### config.mk
export PLATFORM = sky130hd
export DESIGN_NAME = alu_exec_unit
export DESIGN_NICKNAME = d
export VERILOG_FILES = /design/src/rtl/alu_exec_unit.sv
export SDC_FILE = /design/constraint.sdc
export NUM_CORES = 1
export LEC_CHECK = 0
export ABC_AREA = 1
export BUFFER_PORTS_ARGS = -buffer_cell sky130_fd_sc_hd__buf_2
export CORE_MARGIN = 10
export CORE_UTILIZATION = 55
export DETAILED_ROUTE_END_ITERATION = 8
export GPL_ROUTABILITY_DRIVEN = 0
export PLACE_DENSITY = 0.84
export SETUP_SLACK_MARGIN = 0.05
export SLEW_MARGIN = 30
export SYNTH_ARGS = -nofsm -noshare
export SYNTH_HDL_FRONTEND = slang
export SYNTH_SLANG_ARGS = --single-unit
### constraint.sdc
create_clock -name clk -period 3.2 [get_ports clk]
set_input_delay 0.48 -clock clk [delete_from_list [all_inputs] [get_ports clk]]
set_output_delay 0.48 -clock clk [all_outputs]
set_load 0.03 [all_outputs]
### src/rtl/alu_exec_unit.sv
// ALU execution unit: single-cycle arithmetic/logic/compare ops plus an iterative
// 1-bit-per-cycle shifter, with valid/ready handshakes on request and result sides.
module alu_exec_unit #(
  parameter int XLEN    = 32,
  parameter int SHAMT_W = 5
) (
  input  logic              clk,
  input  logic              rst,
  input  logic              in_valid,
  output logic              in_ready,
  input  logic [3:0]        alu_sel,
  input  logic [XLEN-1:0]   op_a,
  input  logic [XLEN-1:0]   op_b,
  output logic              out_valid,
  input  logic              out_ready,
  output logic [XLEN-1:0]   result,
  output logic              zero,
  output logic              neg,
  output logic              carry,
  output logic              ovf,
  output logic              illegal,
  output logic [1:0]        dbg_state
);

  // Handshake: a request transfers on a rising edge where in_valid && in_ready;
  // a result transfers on a rising edge where out_valid && out_ready. Requesters
  // hold a request until accepted; result and flags stay stable until consumed.

  typedef enum logic [1:0] {
    ST_IDLE  = 2'd0,
    ST_SHIFT = 2'd1,
    ST_DONE  = 2'd2
  } state_t;

  state_t               r_state;
  logic [XLEN-1:0]      r_acc;
  logic [SHAMT_W-1:0]   r_cnt;
  logic [1:0]           r_shop;

  logic                 w_accept;
  logic                 w_is_sub;
  logic                 w_is_arith;
  logic                 w_is_shift;
  logic [SHAMT_W-1:0]   w_shamt;
  logic [XLEN-1:0]      w_b_eff;
  logic [XLEN:0]        w_sum;
  logic                 w_ovf;
  logic [XLEN-1:0]      w_res;
  logic                 w_illegal;
  logic [XLEN-1:0]      w_shift_next;

  assign in_ready   = (r_state == ST_IDLE) && !rst;
  assign w_accept   = in_valid && in_ready;
  assign dbg_state  = r_state;

  assign w_is_sub   = (alu_sel == 4'b0001) || (alu_sel == 4'b0010);
  assign w_is_arith = (alu_sel == 4'b0000) || w_is_sub;
  assign w_is_shift = (alu_sel == 4'b1000) || (alu_sel == 4'b1001) || (alu_sel == 4'b1010);
  assign w_shamt    = op_b[SHAMT_W-1:0];

  // Subtraction is a + ~b + 1, so carry-out means "no borrow" (a >= b unsigned).
  assign w_b_eff = w_is_sub ? ~op_b : op_b;
  assign w_sum   = {1'b0, op_a} + {1'b0, w_b_eff} + {{XLEN{1'b0}}, w_is_sub};
  assign w_ovf   = (op_a[XLEN-1] == w_b_eff[XLEN-1]) && (w_sum[XLEN-1] != op_a[XLEN-1]);

  always_comb begin
    w_res     = '0;
    w_illegal = 1'b0;
    case (alu_sel)
      4'b0000, 4'b0001, 4'b0010, 4'b0011: w_res = w_sum[XLEN-1:0];
      4'b1011: w_res = {w_sum[XLEN-1:1], 1'b0};
      4'b0100: w_res = op_a | op_b;
      4'b0101: w_res = op_a & op_b;
      4'b0111: w_res = op_a ^ op_b;
      4'b0110: w_res = op_b;
      4'b1000, 4'b1001, 4'b1010: w_res = op_a;  // only reached with a zero shift amount
      4'b1101: w_res = {{(XLEN-1){1'b0}}, ($signed(op_a) < $signed(op_b))};
      4'b1111: w_res = {{(XLEN-1){1'b0}}, (op_a < op_b)};
      default: begin
        w_res     = '0;
        w_illegal = 1'b1;
      end
    endcase
  end

  always_comb begin
    w_shift_next = r_acc;
    case (r_shop)
      2'b00:   w_shift_next = {1'b0, r_acc[XLEN-1:1]};
      2'b01:   w_shift_next = {r_acc[XLEN-2:0], 1'b0};
      default: w_shift_next = {r_acc[XLEN-1], r_acc[XLEN-1:1]};
    endcase
  end

  always_ff @(posedge clk) begin
    if (rst) begin
      r_state   <= ST_IDLE;
      r_acc     <= '0;
      r_cnt     <= '0;
      r_shop    <= 2'b00;
      out_valid <= 1'b0;
      result    <= '0;
      zero      <= 1'b0;
      neg       <= 1'b0;
      carry     <= 1'b0;
      ovf       <= 1'b0;
      illegal   <= 1'b0;
    end else begin
      case (r_state)
        ST_IDLE: begin
          if (w_accept) begin
            if (w_is_shift && (w_shamt != '0)) begin
              r_acc   <= op_a;
              r_cnt   <= w_shamt;
              r_shop  <= alu_sel[1:0];
              r_state <= ST_SHIFT;
            end else begin
              result    <= w_res;
              zero      <= (w_res == '0);
              neg       <= w_res[XLEN-1];
              carry     <= w_is_arith & w_sum[XLEN];
              ovf       <= w_is_arith & w_ovf;
              illegal   <= w_illegal;
              out_valid <= 1'b1;
              r_state   <= ST_DONE;
            end
          end
        end
        ST_SHIFT: begin
          r_acc <= w_shift_next;
          r_cnt <= r_cnt - SHAMT_W'(1);
          if (r_cnt == SHAMT_W'(1)) begin
            result    <= w_shift_next;
            zero      <= (w_shift_next == '0);
            neg       <= w_shift_next[XLEN-1];
            carry     <= 1'b0;
            ovf       <= 1'b0;
            illegal   <= 1'b0;
            out_valid <= 1'b1;
            r_state   <= ST_DONE;
          end
        end
        ST_DONE: begin
          if (out_ready) begin
            out_valid <= 1'b0;
            r_state   <= ST_IDLE;
          end
        end
        default: r_state <= ST_IDLE;
      endcase
    end
  end

endmodule

==> impl.org <==
** Layout
- The multi-input combinational cells in the finished layout cover a total of 7850 um^2.
- Compared with the post-synthesis result, the final layout area differs by 35.6%.
- Once layout is done, the placed cells without fillers occupy 12,900 um^2.
- In the final design database the tool counted 1,994 nets.
- Summing all flip-flop and latch instances after layout gives 1560 um^2.
- Leading cell type in the layout, fill and taps excluded :: sky130_fd_sc_hd__nand2_1
- # fillers :: 1,141
- The repair_antennas step left the layout with diodes totalling 0.
- Ratio of cells with drive above 1 in the final layout :: 0.304
- Leaving out fill and tap cells, the most frequent cells in the layout are 273 x sky130_fd_sc_hd__nand2_1, 195 x sky130_fd_sc_hd__inv_1, 160 x sky130_fd_sc_hd__buf_4, 124 x sky130_fd_sc_hd__ha_1, 121 x sky130_fd_sc_hd__o21ai_0.
- Excluding fillers, the count of instances in the completed layout stands at 2,014.

** Drt
- Post-route DRC :: 0
- Routed wire per std cell :: 20.6 um
- ANT nets after route :: 0
- In the routed layout, each cell is associated on average with a via count of 6.37.
- DR pass1 iterations :: 9
- Wires add up to 41.6 mm.
- The routed layout has 12,825 vias.
- The first routing iteration left 1,934 violations.

** Power and ir drop
- In this run the static leakage power is 6.53 nW.
- Worst vdd ir :: 500 uV
- Power density over cell area :: 393 nW/um^2

** Status
- The run finished, with violations left.
- Violated checks :: negative setup slack

** Clock network
- H-tree levels :: 3
- The tree is rooted in a sky130_fd_sc_hd__clkbuf_16.
- The number of clock buffers added by TritonCTS is 9.
- Deepest clock path buffer count :: 2
- Clock latency on the worst-skew pair :: 0.34 ns
- TritonCTS sink count :: 78
- TritonCTS built the clock tree.
- Hold bufs inserted after CTS :: 0
- Worst-path clk slew :: 0.06 ns

** GRT
- Number of global-route vias before repair :: 10,952
- The number of antenna violations at the first check in global routing was 0.
- In the global route stage, overall resource usage came out at 0.296.
- For this run the aggregate overflow at the end of global routing stands at 0.
- Entering global routing, the biggest net connects 82 pins.
- The first global-routing pass estimated 54.5 mm of wire.

** Placed design
- Place WS :: -0.376 ns
- Summed over all nets, the half-perimeter wirelength after detailed placement is 28.1 mm.
- Total of buffers placed on input and output ports :: 112
- In this run the cell area measured after placement is 11,200 um^2.
- # placed instances :: 1,962

** Floorplan
- DIE WIDTH :: 151 um
- Floorplan die area :: 22,900 um^2
- The initialized floorplan defines 48 standard-cell rows.
- The initial utilization of the core area, before any placement, comes to 0.555.
- After floorplanning, the core was sized to cover 17,100 um^2.
- 113 I/O pins were placed.
- Vertical die dimension :: 151 um

** STA
- Setup repair after global routing could not meet its margin everywhere.
- Worst setup slack after layout :: -0.0904 ns
- Fmax :: 304 MHz
- Setup tns final :: -0.125 ns
- Final-report setup violation count :: 3
- For the final database, setup skew stands at 0.00729 ns.
- The final number of max-transition violations came to 0.
- Hold violation count in the final report :: 0
- In the finished design, the share of the clock period the worst path needs comes to 1.03.
- Actual transition at the worst max-transition pin :: 0.983 ns
- Subtracting the final worst setup slack from the clock period gives 3.29 ns.
- Headroom to the max-slew limit came out at 0.328.

** Critical path
- Of all nets on the critical path, the largest fanout is 8.
- The worst setup path is launched from a primary input.
- The critical path in this run is classified as primary input to flop.
- Logic depth of the worst register-to-register path :: 12
- Data arrival time of the worst path :: 3.52 ns
- Required time at the endpoint of the critical path :: 3.43 ns
- Capturing element type of the critical path :: flop

** Synthesis
- Yosys mapped a number of flops with a built-in enable equal to 0.
- The most used flip-flop cell after synthesis is sky130_fd_sc_hd__dfxtp_1.
- Summing every instance area after synthesis gives 9510 um^2.
- Async SR Flop Fraction :: 0
- In this run the mean area of a mapped cell was 6.18 um^2.
- The share of the Yosys chip area taken by registers is 0.164.
- Synthesized netlist net count :: 1,748
- Instance count of the mapped netlist :: 1,538
- For this run, the number of Yosys warnings is 0.
- Count of state elements after synthesis :: 78
- Yosys mapped the design onto 48 distinct sky130hd cell types.

** Worst hold path
- Counting instances, the worst hold path has a depth of 2.
- Class of the tightest hold or removal check :: flop to flop

** Job
- Count of max-cap constraint violations :: 0
## stage by stage
| stage | power [mW] | utilization | hold WS (ns) |
|---|---|---|---|
| floorplan | 2.53 | - | 0.445 |
| global placement | 3.34 | 0.657 | 0.448 |
| detailed placement | 3.40 | 0.657 | 0.463 |
| CTS | 4.49 | 0.677 | 0.472 |
| global route | 5.29 | 0.753 | 0.484 |
| finish | 5.06 | 0.753 | 0.470 |
## final timing paths
| kind | from | end | slack [ns] |
|---|---|---|---|
| hold reg to reg | out_valid | out_valid | 0.47 |
| setup reg to reg | r_cnt[1] | r_acc[19] | 0.26 |
| setup / recovery | alu_sel[2] | zero | -0.09 |
| hold / removal | out_valid | out_valid | 0.47 |
## power by group
part | internal [mW] | switching, mW | total [mW]
clock | 0.702 | 0.383 | 1.08
sequential | 1.10 | 0.0772 | 1.18
combinational | 1.03 | 1.77 | 2.80
total | 2.84 | 2.23 | 5.06
## metal layers
layer / GRT usage / routed length [um] / up-vias
met5: 0 / 0 / -
met4: 0.176 / 3550 / 0
met3: 0.0469 / 6000 / 356
met2: 0.461 / 17600 / 1187
met1: 0.379 / 14400 / 5719
li1: - / - / 5563
## flip-flops by register name, summed over array words and instances (netlist names)
register	count
carry	1
dbg_state	2
illegal	1
out_valid	1
ovf	1
r_acc	32
r_cnt	5
r_shop	2
result	32
zero	1
## cell usage after synthesis, types with 2 or more instances
cell type / number / area (um^2)
sky130_fd_sc_hd__nor2_1: 161 / 604
sky130_fd_sc_hd__o221ai_1: 5 / 43.8
sky130_fd_sc_hd__nand2_2: 8 / 50.1
sky130_fd_sc_hd__or2_2: 13 / 81.3
sky130_fd_sc_hd__nand3_2: 2 / 20.0
sky130_fd_sc_hd__clkinv_1: 3 / 11.3
sky130_fd_sc_hd__nor3_1: 17 / 85.1
sky130_fd_sc_hd__o311ai_0: 2 / 17.5
sky130_fd_sc_hd__inv_2: 6 / 22.5
sky130_fd_sc_hd__nor2_4: 2 / 22.5
sky130_fd_sc_hd__buf_1: 3 / 11.3
sky130_fd_sc_hd__clkbuf_1: 31 / 116
sky130_fd_sc_hd__a31oi_1: 21 / 131
sky130_fd_sc_hd__nor3b_1: 2 / 15.0
sky130_fd_sc_hd__xor2_1: 32 / 280
sky130_fd_sc_hd__nand3_1: 76 / 380
sky130_fd_sc_hd__a221oi_1: 3 / 26.3
sky130_fd_sc_hd__a2111oi_0: 2 / 17.5
sky130_fd_sc_hd__o211ai_1: 3 / 22.5
sky130_fd_sc_hd__o22ai_1: 32 / 200
sky130_fd_sc_hd__o21ai_0: 128 / 641
sky130_fd_sc_hd__nor4_1: 3 / 18.8
sky130_fd_sc_hd__nand2_1: 340 / 1280
sky130_fd_sc_hd__buf_2: 15 / 75.1
sky130_fd_sc_hd__a21oi_1: 120 / 601
sky130_fd_sc_hd__nand4_1: 15 / 93.8
sky130_fd_sc_hd__inv_1: 207 / 777
sky130_fd_sc_hd__a211oi_1: 19 / 143
sky130_fd_sc_hd__o21a_1: 3 / 22.5
sky130_fd_sc_hd__ha_1: 137 / 1710
sky130_fd_sc_hd__mux2i_1: 9 / 90.1
sky130_fd_sc_hd__dfxtp_1: 78 / 1560
sky130_fd_sc_hd__o21bai_1: 8 / 60.1
sky130_fd_sc_hd__nand3b_1: 12 / 90.1
sky130_fd_sc_hd__o21ai_1: 2 / 10.0
sky130_fd_sc_hd__buf_4: 6 / 45.0
## cell families (layout without fill, tap and decap cells)
logic type	after synthesis	count (layout)	synth area share
xor+xnor	32	32	0.0295
mux	9	9	0.00948
simple gates	655	656	0.292
buf+inv	271	521	0.111
fa+ha+maj	138	138	0.182
compound gates	355	355	0.211
flops	78	78	0.164
## area by class of cell
type                       count  area share
multi-input combinational   1190       0.609
timing repair buffer         289       0.161
sequential                    78       0.121
inverter                     216      0.0629
tap                          225      0.0218
clock buffer                  12      0.0191
clock inverter                 4     0.00544
## repair_timing
action                                  4_1_cts  5_1_grt
gates resized for setup                       6      258
pin swaps                                     1      116
hold endpoints to repair                      0        0
buffers inserted                              0       34
cloned                                        0        2
endpoints found under the setup margin        2       10
## worst max-delay path, cell delays in order
cell                       delay [ns]
sky130_fd_sc_hd__buf_6           0.10
sky130_fd_sc_hd__nor2_4          0.17
sky130_fd_sc_hd__nand3_4         0.20
sky130_fd_sc_hd__buf_12          0.22
sky130_fd_sc_hd__xor2_1          0.14
sky130_fd_sc_hd__ha_1            0.40
sky130_fd_sc_hd__a21oi_1         0.40
sky130_fd_sc_hd__o21ai_2         0.15
sky130_fd_sc_hd__o21bai_1        0.21
sky130_fd_sc_hd__a21oi_1         0.19
sky130_fd_sc_hd__nand2_1         0.13
sky130_fd_sc_hd__nand2_1         0.09
sky130_fd_sc_hd__nand2_1         0.06
sky130_fd_sc_hd__o21ai_2         0.22
sky130_fd_sc_hd__nor2_1          0.06
sky130_fd_sc_hd__nand3_1         0.08
sky130_fd_sc_hd__nor2_1          0.04
sky130_fd_sc_hd__nor2_1          0.10
sky130_fd_sc_hd__nor2_1          0.05
No activity file was read; power rests on OpenSTA's default activity.
